<file path="config.mk">
export PLATFORM = sky130hd
export DESIGN_NAME = adder_16b_arb
export DESIGN_NICKNAME = d
export VERILOG_FILES = /design/src/rtl/adder_16b_arb.sv
export SDC_FILE = /design/constraint.sdc
export NUM_CORES = 1
export LEC_CHECK = 0
export ABC_AREA = 0
export CAP_MARGIN = 20
export CORE_MARGIN = 2
export CORE_UTILIZATION = 39
export CTS_CLUSTER_DIAMETER = 200
export CTS_CLUSTER_SIZE = 12
export DETAILED_ROUTE_END_ITERATION = 16
export MAX_ROUTING_LAYER = met4
export PLACE_DENSITY = 0.86
export SYNTH_ARGS = -nofsm -noshare
export SYNTH_HDL_FRONTEND = slang
export SYNTH_SLANG_ARGS = --single-unit
</file>
<file path="constraint.sdc">
create_clock -name clk -period 4.6 [get_ports clk]
set_input_delay 0.46 -clock clk [delete_from_list [all_inputs] [get_ports clk]]
set_output_delay 0.46 -clock clk [all_outputs]
set_load 0.01 [all_outputs]
</file>
<file path="src/rtl/adder_16b_arb.sv">
// -----------------------------------------------------------------------------
// adder_16b_arb
//   Shares one 16-bit adder (adder_16b, defined below) among NREQ requesters.
//   A round-robin arbiter picks one valid request per cycle. The chosen
//   operands go through the adder, and the result is loaded into a
//   single-entry response register. That register drains through a
//   valid/ready handshake.
//
//   Optional feature macro: ADDER_ARB_OVF_EN adds the rsp_ovf port and the
//   signed-overflow flag.
//
// Ports
//   clk        in   rising-edge clock
//   rst_n      in   asynchronous active-low reset
//   req_valid  in   [NREQ]        request valid per requester
//   req_ready  out  [NREQ]        request accepted this cycle (one-hot or zero)
//   req_a      in   [NREQ*WIDTH]  operand A, slice i = [i*WIDTH +: WIDTH]
//   req_b      in   [NREQ*WIDTH]  operand B, same packing
//   req_cin    in   [NREQ]        carry-in per requester
//   rsp_valid  out  response register holds a result
//   rsp_ready  in   consumer accepts the response
//   rsp_id     out  [IDW]         requester index of the held result
//   rsp_sum    out  [WIDTH]       A+B+Cin mod 2^16
//   rsp_co     out  carry-out of the add
//   rsp_ovf    out  signed overflow (only with ADDER_ARB_OVF_EN)
// -----------------------------------------------------------------------------

// Plain 16-bit adder with carry-in and carry-out.
module adder_16b (
  input  logic [15:0] a_i,
  input  logic [15:0] b_i,
  input  logic        cin_i,
  output logic [15:0] sum_o,
  output logic        co_o
);
  assign {co_o, sum_o} = {1'b0, a_i} + {1'b0, b_i} + {16'd0, cin_i};
endmodule

module adder_16b_arb #(
  parameter int NREQ  = 4,
  parameter int WIDTH = 16
) (
  input  logic                      clk,
  input  logic                      rst_n,
  input  logic [NREQ-1:0]           req_valid,
  output logic [NREQ-1:0]           req_ready,
  input  logic [NREQ*WIDTH-1:0]     req_a,
  input  logic [NREQ*WIDTH-1:0]     req_b,
  input  logic [NREQ-1:0]           req_cin,
  output logic                      rsp_valid,
  input  logic                      rsp_ready,
  output logic [$clog2(NREQ)-1:0]   rsp_id,
  output logic [WIDTH-1:0]          rsp_sum,
  output logic                      rsp_co
`ifdef ADDER_ARB_OVF_EN
  ,
  output logic                      rsp_ovf
`endif
);

  localparam int IDW = $clog2(NREQ);

  if (WIDTH != 16) begin : g_width_chk
    $error("adder_16b_arb: WIDTH must be 16");
  end
  if (NREQ < 2 || NREQ > 16) begin : g_nreq_chk
    $error("adder_16b_arb: NREQ must be in 2..16");
  end

  typedef enum logic {
    IDLE = 1'b0,
    FULL = 1'b1
  } state_e;

  state_e           state_q, state_d;
  logic [IDW-1:0]   rr_ptr_q, rr_ptr_d;
  logic [IDW-1:0]   rsp_id_q;
  logic [WIDTH-1:0] rsp_sum_q;
  logic             rsp_co_q;

  logic             gnt_found;
  logic [IDW-1:0]   gnt_idx;
  logic             can_accept;
  logic             accept;
  logic [15:0]      a_sel, b_sel, add_sum;
  logic             cin_sel, add_co;

  // Index p advanced by k positions, wrapping at NREQ (NREQ need not be a power of 2).
  function automatic logic [IDW-1:0] ptr_plus(input logic [IDW-1:0] p, input int k);
    int s;
    s = int'(p) + k;
    if (s >= NREQ) begin
      s = s - NREQ;
    end
    return s[IDW-1:0];
  endfunction

  // Round-robin search: first valid request starting at rr_ptr_q, wrapping.
  always_comb begin
    gnt_found = 1'b0;
    gnt_idx   = '0;
    for (int k = 0; k < NREQ; k++) begin
      if (!gnt_found && req_valid[ptr_plus(rr_ptr_q, k)]) begin
        gnt_found = 1'b1;
        gnt_idx   = ptr_plus(rr_ptr_q, k);
      end
    end
  end

  // A request can land when the slot is empty or is being drained this cycle;
  // rst_n gating keeps req_ready low throughout reset.
  assign can_accept = (state_q == IDLE) | rsp_ready;
  assign accept     = gnt_found & can_accept & rst_n;

  // One-hot ready to the granted requester only.
  always_comb begin
    req_ready = '0;
    for (int i = 0; i < NREQ; i++) begin
      if (accept && (gnt_idx == i[IDW-1:0])) begin
        req_ready[i] = 1'b1;
      end else begin
        req_ready[i] = 1'b0;
      end
    end
  end

  // Operand mux feeding the shared adder.
  assign a_sel   = req_a[gnt_idx*WIDTH +: 16];
  assign b_sel   = req_b[gnt_idx*WIDTH +: 16];
  assign cin_sel = req_cin[gnt_idx];

  adder_16b u_adder (
    .a_i   (a_sel),
    .b_i   (b_sel),
    .cin_i (cin_sel),
    .sum_o (add_sum),
    .co_o  (add_co)
  );

  // Next-state logic for the response slot and the priority pointer.
  always_comb begin
    state_d  = state_q;
    rr_ptr_d = rr_ptr_q;
    case (state_q)
      IDLE: begin
        if (accept) begin
          state_d = FULL;
        end else begin
          state_d = IDLE;
        end
      end
      FULL: begin
        if (accept) begin
          state_d = FULL;
        end else if (rsp_ready) begin
          state_d = IDLE;
        end else begin
          state_d = FULL;
        end
      end
      default: begin
        state_d = IDLE;
      end
    endcase
    // Priority only rotates on an actual acceptance, so stalls keep the order.
    if (accept) begin
      rr_ptr_d = ptr_plus(gnt_idx, 1);
    end else begin
      rr_ptr_d = rr_ptr_q;
    end
  end

  // State and pointer registers.
  always_ff @(posedge clk or negedge rst_n) begin
    if (!rst_n) begin
      state_q  <= IDLE;
      rr_ptr_q <= '0;
    end else begin
      state_q  <= state_d;
      rr_ptr_q <= rr_ptr_d;
    end
  end

  // Response register: loads only on acceptance, so it holds under backpressure.
  always_ff @(posedge clk or negedge rst_n) begin
    if (!rst_n) begin
      rsp_id_q  <= '0;
      rsp_sum_q <= '0;
      rsp_co_q  <= 1'b0;
    end else if (accept) begin
      rsp_id_q  <= gnt_idx;
      rsp_sum_q <= add_sum;
      rsp_co_q  <= add_co;
    end else begin
      rsp_id_q  <= rsp_id_q;
      rsp_sum_q <= rsp_sum_q;
      rsp_co_q  <= rsp_co_q;
    end
  end

  assign rsp_valid = (state_q == FULL);
  assign rsp_id    = rsp_id_q;
  assign rsp_sum   = rsp_sum_q;
  assign rsp_co    = rsp_co_q;

`ifdef ADDER_ARB_OVF_EN
  logic ovf_calc;
  logic rsp_ovf_q;

  // Signed overflow: operands agree in sign but the result's sign differs.
  assign ovf_calc = (a_sel[15] == b_sel[15]) & (add_sum[15] != a_sel[15]);

  // Overflow flag registered alongside the sum.
  always_ff @(posedge clk or negedge rst_n) begin
    if (!rst_n) begin
      rsp_ovf_q <= 1'b0;
    end else if (accept) begin
      rsp_ovf_q <= ovf_calc;
    end else begin
      rsp_ovf_q <= rsp_ovf_q;
    end
  end

  assign rsp_ovf = rsp_ovf_q;
`endif

endmodule
</file>
Word level (Yosys, flattened, before mapping)
Cells that the tools add are included.

Bits in registers: 22. Input bits: 139. Output and inout bits: 24. Word-level logic and storage cells: 77.

Add/sub/neg operators: 11. $lt $le $gt $ge: 10. Equal/unequal tests: 3. Shifts and indexed selects: 2. Mux-type cells: 31. Bitwise gates (word level): 4. Reductions and logical operators: 11.

Operators with widths (count): $shiftx 64x7->16 (2); $mux 2 (9); $add 16x16->17 (1); $add 17x1->17 (1); $mux 1 (16); $lt 2x3->1 const B (5); $ge 3x3->1 const B (4); $bmux 1 s2 (5); $sub 2x1->2 const B (5); $logic_and 1x1->1 (7); $add 2x1->3 const B (2); $add 2x2->3 const B (2); $eq 2x2->1 const B (2); $ge 2x3->1 const B (1); $logic_not 1->1 (3); $and 1x1->1 (2); $eq 2x1->1 const B (1); $logic_not 2->1 (1); $pmux 1 s2 (1); $not 1->1 (1); $or 1x1->1 (1).

Longest topological paths before layout
Gate-level depths: netlist of run 1.

Word-level depth: 18. Mapped depth: 16. Gate-level depth less buffers: 15.

By module
Synthesis of run 1 repeated with hierarchy kept, for this count alone.

Cells, all modules: 276. Area total of the unflattened synthesis: 2866.5 µm².

Modules (own cells, without submodules): adder_16b_arb (instances 1, cells each 182, area an instance 2123.3 µm², sequential area each 550.5 µm²); adder_16b (instances 1, cells each 94, area an instance 743.2 µm², sequential area each 0.0 µm²).

Worst setup path after synthesis of run 1
Ideal clock, no wire load.

Kind: register to register. From: reg rr_ptr_q[1]. To: reg rsp_co_q (netlist: rsp_co). Library setup time: 0.133 ns. Arrival: 3.535 ns. Data required time: 4.467 ns. Slack: 0.932 ns. Stages on the path, launching flop included: 15. Path buffers: 2. Period minus slack after synthesis: 3.668 ns. Cell sequence: dfrtp_1 -> mux2i_1 -> a211oi_4 -> inv_2 -> buf_2 -> buf_6 -> nand2_1 -> a31oi_1 -> fa_1 -> fa_1 -> a21o_1 -> a221o_1 -> a41o_1 -> a221oi_1 -> o21ai_0.

Cells in the longest elaborated chain, start to end: 17. Elaborated cells on any way between the ends: 45. Classes of those cells: add/sub: 9; order compare: 4; shift: 2; mux: 22; bitwise: 2; reduce/logical: 6.

Ends and longest elaborated chain: start, declared (RTL line 76) `logic [IDW-1:0] rr_ptr_q, rr_ptr_d;`; start signal, assigned (RTL line 180) `rr_ptr_q <= rr_ptr_d;`; parallel branches: the longest is 17 deep, another holds $add 2x1->3; end signal, assigned (RTL line 193) `rsp_co_q <= add_co;`; end signal, assigned (RTL line 197) `rsp_co_q <= rsp_co_q;`; end, declared (RTL line 79) `logic rsp_co_q;`.

Several ways; the timed one is not identified. The select of a mux whose other input is x is not followed. A chain may end at the register's enable or synchronous reset.

Worst setup path after layout of run 1
From: in req_valid[1]. To: reg rsp_co_q (netlist: rsp_co).

Cells in the longest elaborated chain, start to end: 15. Elaborated cells on any way between the ends: 30. Classes of those cells: add/sub: 2; shift: 2; mux: 18; bitwise: 2; reduce/logical: 6.

Ends and longest elaborated chain: start, declared (RTL line 45) `input logic [NREQ-1:0] req_valid,`; $bmux 1 s2 (RTL line 103) `if (!gnt_found && req_valid[ptr_plus(rr_ptr_q, k)]) begin`; $mux 1 (not written as such) (RTL line 103); $mux 1 (RTL line 103); $logic_not 1->1 (RTL line 103); $logic_and 1x1->1 (RTL line 103); $mux 1 (RTL line 103); $logic_not 1->1 (RTL line 103); $logic_and 1x1->1 (RTL line 103); $mux 1 (RTL line 103); $logic_not 1->1 (RTL line 103); $logic_and 1x1->1 (RTL line 103); $mux 2 (RTL line 103); $shiftx 64x7->16 (tied with other cells) (RTL line 128) `assign a_sel = req_a[gnt_idx*WIDTH +: 16];`; $add 16x16->17 or $mux 1 (tied branches) (RTL line 36, 130); $add 17x1->17 (RTL line 36) `assign {co_o, sum_o} = {1'b0, a_i} + {1'b0, b_i} + {16'd0, cin_i};`.

Parallel ways exist; a longest one is shown, timed or not. The select of a mux whose other input is x is not followed.

==> results of run 1 <==
final cells by class:
class / count / area share
well taps: 96 / 0.02679
multi-input cells: 361 / 0.4487
flip-flops and latches: 22 / 0.1228
repair buffers: 175 / 0.3862
clock buffers: 4 / 0.01228
inverters: 4 / 0.003348
per-layer routing:
metal	up-vias	GRT usage	share of wire
met5	-	-	0
met4	0	0.05647	0.017
met3	15	0.02074	0.054
met2	121	0.4125	0.48
met1	1527	0.3160	0.45
li1	1733	-	-
worst max-delay path, stage by stage:
cell	delay (ns)
clkdlybuf4s50_1	0.54
mux2i_1	0.13
a211oi_4	0.34
inv_2	0.25
nand2_1	0.12
and3_1	0.16
a31oi_1	0.06
fa_1	0.49
fa_1	0.44
a21o_1	0.20
a221o_1	0.37
a41o_1	0.29
a221oi_1	0.33
o21ai_0	0.12
state kept, by name (all words and copies together) (netlist names):
name,cells
rr_ptr_q,2
rsp_co,1
rsp_id,2
rsp_sum,16
rsp_valid,1
cell usage after synthesis, drive strengths merged:
| cell type | instances | area, um^2 |
|---|---|---|
| nor3b | 2 | 15.01 |
| dfrtp | 22 | 550.5 |
| o21a | 2 | 15.01 |
| o311ai | 1 | 8.760 |
| a21o | 4 | 30.03 |
| o22ai | 2 | 18.77 |
| or3 | 1 | 6.260 |
| mux2 | 1 | 11.26 |
| o41ai | 1 | 8.760 |
| nor4 | 1 | 6.260 |
| o21bai | 1 | 7.510 |
| nand2b | 3 | 18.77 |
| clkbuf | 12 | 45.04 |
| a211oi | 2 | 27.53 |
| clkinv | 1 | 3.750 |
| o21ai | 19 | 95.09 |
| nand2 | 171 | 641.9 |
| a21boi | 1 | 7.510 |
| a21oi | 16 | 80.08 |
| a221o | 1 | 10.01 |
| a31oi | 33 | 206.5 |
| nor2 | 6 | 22.52 |
| o211ai | 2 | 15.01 |
| ha | 19 | 237.7 |
| mux2i | 1 | 10.01 |
| and3 | 36 | 225.2 |
| a221oi | 2 | 17.52 |
| xnor2 | 10 | 87.58 |
| a41o | 1 | 10.01 |
| nand3 | 5 | 25.02 |
| nor2b | 2 | 12.51 |
| nand4 | 2 | 12.51 |
| xor2 | 3 | 26.28 |
| o31ai | 1 | 7.510 |
| inv | 3 | 11.26 |
| nand3b | 1 | 7.510 |
| and2 | 5 | 31.28 |
| fa | 2 | 40.04 |
| buf | 16 | 130.1 |
| o221ai | 1 | 8.760 |
power by group through the flow:
stage	Clock, mW	Combinational [mW]	Sequential, mW
final	0.134	1.87	0.333
after global routing	0.144	2.08	0.342
after CTS	0.136	1.87	0.334
after detailed placement	0	1.86	0.338
after global placement	0	1.84	0.334
after floorplan	0	1.21	0.368
logic make-up (layout without fill, tap and decap cells):
group | count (synthesis) | in the layout | synth area share
simple gates | 235 | 235 | 0.3723
mux | 2 | 2 | 0.007727
compound gates | 90 | 90 | 0.2086
xor+xnor | 13 | 13 | 0.04136
fa+ha+maj | 21 | 21 | 0.1009
flops | 22 | 22 | 0.2000
buf+inv | 32 | 183 | 0.06909
path summary, 6_finish.rpt:
path	start	endpoint	cells after the start
worst max-delay path	req_valid[1]	rsp_co	14
worst min-delay path	rsp_id[0]	rsp_id[0]	2
worst max register to register	rr_ptr_q[1]	rsp_co	13
worst min register to register	rsp_id[0]	rsp_id[0]	2
max in group asynchronous	rst_n	rsp_sum[14]	2
min in group asynchronous	rst_n	rr_ptr_q[1]	2
through the flow:
step                setup slack (ns)  utilization  total power [mW]
floorplan                     0.9319            -             1.574
global placement              0.3134       0.6519             2.171
detailed placement            0.1677       0.6519             2.198
CTS                           0.4208       0.6600             2.337
global route                  0.1657       0.6600             2.566
finish                        0.4225       0.6600             2.341
==> out/qor.yml, run 1 <==
finalNonFillerCells: 662
cts_made_buffers: 3
core_area_um2: 6794
first_pass_iters: 4
root_buffer: "clkbuf_8"
powerDensity_nw_per_um2: 522.1
yosys_warnings: 0
syn2layout_area_growth_pct: 62.91
r2r_slack_ns: 0.66
globalplace.congestion: 0.9512
avgRoutedWirePerCell_um: 14.16
hold_slack_ns: 0.4785
first_iter_violations: 157
post-route-min-period_ns: 4.178
nNetsFinal: 727
switching_share: 0.4745
rsz0062_at_grt: "false"
multi_input_area_um2: 2012
antenna_found_initial: 0
dpl_cell_area_um2: 4429
post_cts_buffers: 0
path_class: "primary input to flop"
timing.final.crit_share: 0.9082
p_switching_mw: 1.111
ioPinCount: 163
clkSinkCount: 22
arrival_ns: 4.31
holdBufCountCts: 0
synth_cell_types: 44
cts_tree: "done"
grt_pass1_wl_mm: 14.79
fmax_mhz: 239.4
diodes: 0
cap_violations: 0
routed-via-count: 3396
dieArea_um2: 7746
seqPwrFrac: 0.142
gr-total-overflow: 0
hold_class: "flop to flop"
power.internal_mw: 1.230
end_kind: "flop"
skew_ns: 0.001260
grt_usage: 0.2435
synthCells: 415
seq_area_um2: 550.5
status: "finished, final reports clean"
cp_max_fo: 26
final_common_cell: "nand2_1"
relSlewSlack: 0.5378
dp.cells: 658
layout_common_cells: "nand2_1 (171), clkdlybuf4s50_1 (162), and3_1 (36), a31oi_1 (33), dfrtp_1 (22)"
cts_max_path_buffers: 2
clk_pin_slew_worst_paths_ns: 0.07
peakVddDrop_mv: 0.1939
final_cell_area_um2: 4484
hold_violations: 0
fin_tns_setup_ns: 0
syn_nets: 575
drc: 0
p_comb_frac: 0.800
tightest_slew_ns: 0.6918
setup_viol: 0
die_x_um: 88.01
htreeDepth: 1
ys_seq_elements: 22
dp_hpwl_mm: 7.781
cts_resized: 0
grt_max_degree: 55
critPathLaunchType: "primary input"
avgSynthCellArea_um2: 6.633
ant_nets: 0
drive_gt1_frac: 0.03710
grt_pass1_vias: 3311
numPortBuffers: 162
fillers: 604
rows: 30
drt_wl_total_mm: 9.372
p_clk_frac: 0.057
critPathRequiredTime_ns: 4.73
chipHeight_um: 88.01
synth_area_um2: 2753
initial_core_util: 0.4052
vias_per_cell: 5.130
ys_seq_area_frac: 0.2000
finalMaxSlewViolations: 0
p_leak_nw: 1.975
clk-insertion-delay-late_ns: 0.26
No activity file was read; power rests on OpenSTA's default activity.
==> run 2: changes to the inputs <==
Settings changed: CORE_UTILIZATION 39 to 40, PLACE_DENSITY 0.86 to 0.88.
Clock period 4.6 ns to 4.98 ns, I/O delays scaled along.
==> out/qor.yml, run 2 (same netlist as run 1, synthesis figures left out) <==
post-route-min-period_ns: 4.342
setup_viol: 0  # unchanged
finalMaxSlewViolations: 0  # unchanged
setup_ws_ns: 0.6378  # +0.2153 ns
diodes: 0  # unchanged
holdBufCountCts: 0  # unchanged
cap_violations: 0  # unchanged
gr-total-overflow: 0  # unchanged
fin_tns_setup_ns: 0  # unchanged
grt_pass1_vias: 3187  # -3.7%
drive_gt1_frac: 0.02852  # -0.008582
reg2reg_to: "rsp_co"
path_cells: "clkdlybuf4s50_1 -> mux2i_1 -> a211oi_4 -> inv_2 -> nand2_1 -> and3_1 -> a31oi_1 -> fa_1 -> fa_1 -> a21o_1 -> a221o_1 -> a41o_1 -> a221oi_1 -> o21ai_0"
tightest_slew_ns: 0.7142  # +0.02233 ns
critPathBufInv: 2  # unchanged
rsz0062_at_grt: "false"
grt_usage: 0.2386  # -0.004864
p_comb_frac: 0.781  # -0.019
syn2layout_area_growth_pct: 61.68
path_class: "primary input to flop"
rows: 30  # unchanged
crit_end: "rsp_co"
cts_max_path_buffers: 2  # unchanged
layout_common_cells: "nand2_1 (171), clkdlybuf4s50_1 (162), and3_1 (36), a31oi_1 (33), dfrtp_1 (22)"
cpMaxStageDelayCell: "a211oi_4"
seqPwrFrac: 0.143  # about the same
routed-via-count: 3406  # +0.29%
numPortBuffers: 162  # unchanged
clkSinkCount: 22  # unchanged
slowest_delay_ns: 0.56  # +0.02 ns
switching_share: 0.4640  # -0.01052
p_leak_nw: 1.961  # -0.71%
first_pass_iters: 4  # unchanged
vias_per_cell: 5.314  # +3.6%
end_kind: "flop"
hold_class: "flop to flop"
r2r_slack_ns: 0.92  # +0.26 ns
crit_cells: 14  # unchanged
drt_wl_total_mm: 8.943  # -4.6%
powerDensity_nw_per_um2: 483.9  # -7.3%
critPathRequiredTime_ns: 5.12  # +0.39 ns
nNetsFinal: 722  # -0.69%
final_common_cell: "nand2_1"
cts_made_buffers: 3  # unchanged
ioPinCount: 163  # unchanged
r2r-start: "rr_ptr_q[1]"
largest_reg_flops: 16  # unchanged
chipHeight_um: 86.96  # -1.2%
initial_core_util: 0.4097  # +0.004527
avgRoutedWirePerCell_um: 13.95  # -1.5%
timing.final.crit_share: 0.8719
fmax_mhz: 230.3
die_x_um: 86.96  # -1.2%
htreeDepth: 1  # unchanged
power.internal_mw: 1.154  # -6.2%
antenna_found_initial: 0  # unchanged
cpMostUsedCell: "fa_1"
clk_pin_slew_worst_paths_ns: 0.08  # about the same
dieArea_um2: 7561  # -2.4%
clk-insertion-delay-late_ns: 0.26  # about the same
crit_start: "req_valid[1]"
drc: 0  # unchanged
relSlewSlack: 0.5229  # -0.01491
status: "finished, final reports clean"
cp_top_family: "compound AO/OA/AOI/OAI gates"
p_clk_frac: 0.076  # +0.019
hold_violations: 0  # unchanged
p_switching_mw: 0.9992  # -10%
core_area_um2: 6719  # -1.1%
dp_hpwl_mm: 7.411  # -4.8%
cts_tree: "done"
pre_cts_ws_ns: 0.3568  # +0.1891 ns
root_buffer: "clkbuf_8"
grt_max_degree: 51  # -7.3%
post_cts_buffers: 0  # unchanged
reg2reg_depth: 13  # unchanged
first_iter_violations: 237  # +51%
cts_resized: 0  # unchanged
critPathLaunchType: "primary input"
ant_nets: 0  # unchanged
grt_pass1_wl_mm: 14.25  # -3.6%
globalplace.congestion: 0.9635  # +1.3%
peakVddDrop_mv: 0.1988  # +2.5%
skew_ns: 0.001978  # +0.0007184 ns
arrival_ns: 4.48  # +0.17 ns
cp_max_fo: 10  # -62%
## run 2: worst min-delay path: stages (launching register included)
cell and delay (ns):
dfrtp_1 0.35, nand2_1 0.05, nand2_1 0.05
## run 2: worst min-delay path by stage
stage | startpoint | endpoint | slack (ns) | depth (start not counted)
after detailed placement | rsp_sum[1] | rsp_sum[1] | 0.47 | 2
after global placement | rsp_sum[9] | rsp_sum[9] | 0.46 | 2
final | rsp_sum[1] | rsp_sum[1] | 0.48 | 2
after floorplan | rst_n | rr_ptr_q[0] | 0.20 | 0
after global routing | rsp_id[0] | rsp_id[0] | 0.50 | 2
after CTS | rsp_sum[1] | rsp_sum[1] | 0.49 | 2
## run 2: area by class of cell
| cell class | instances | area (um^2) |
|---|---|---|
| fillers | 593 | 2268 |
| multi-input cells | 361 | 2012 |
| repair buffers | 170 | 1702 |
| flip-flops and latches | 22 | 550.5 |
| well taps | 80 | 100.1 |
| clock buffers | 3 | 41.29 |
| clock inverters | 1 | 30.03 |
| inverters | 4 | 15.01 |
## run 2: routing by layer
| metal | routed length (um) | share of wire | GRT usage |
|---|---|---|---|
| met4 | 81 | 0.0091 | 0.04688 |
| met3 | 583 | 0.065 | 0.02559 |
| met2 | 4306 | 0.48 | 0.4046 |
| met5 | 0 | 0 | - |
| met1 | 3971 | 0.44 | 0.3087 |
## run 2: power by group through the flow
| stage | clock, mW | combinational [mW] | sequential (mW) |
|---|---|---|---|
| 2_1_floorplan | 0 | 1.11 | 0.340 |
| 3_3_place_gp | 0 | 1.64 | 0.308 |
| 3_5_place_dp | 0 | 1.67 | 0.311 |
| 4_1_cts | 0.165 | 1.67 | 0.308 |
| 5_1_grt | 0.174 | 1.87 | 0.316 |
| 6_report | 0.164 | 1.68 | 0.307 |
## run 2: through the flow
stage                     std cells  hold WS [ns]  power [mW]  area, um^2  utilization
final                           641        0.4842       2.154        4451       0.6624
after global routing            641        0.4986       2.356        4451       0.6624
after CTS                       640        0.4869       2.148        4436       0.6601
after detailed placement        636        0.4678       1.980        4364       0.6495
after global placement          636        0.4615       1.948        4364       0.6495
after floorplan                 415        0.2024       1.453        2753            -
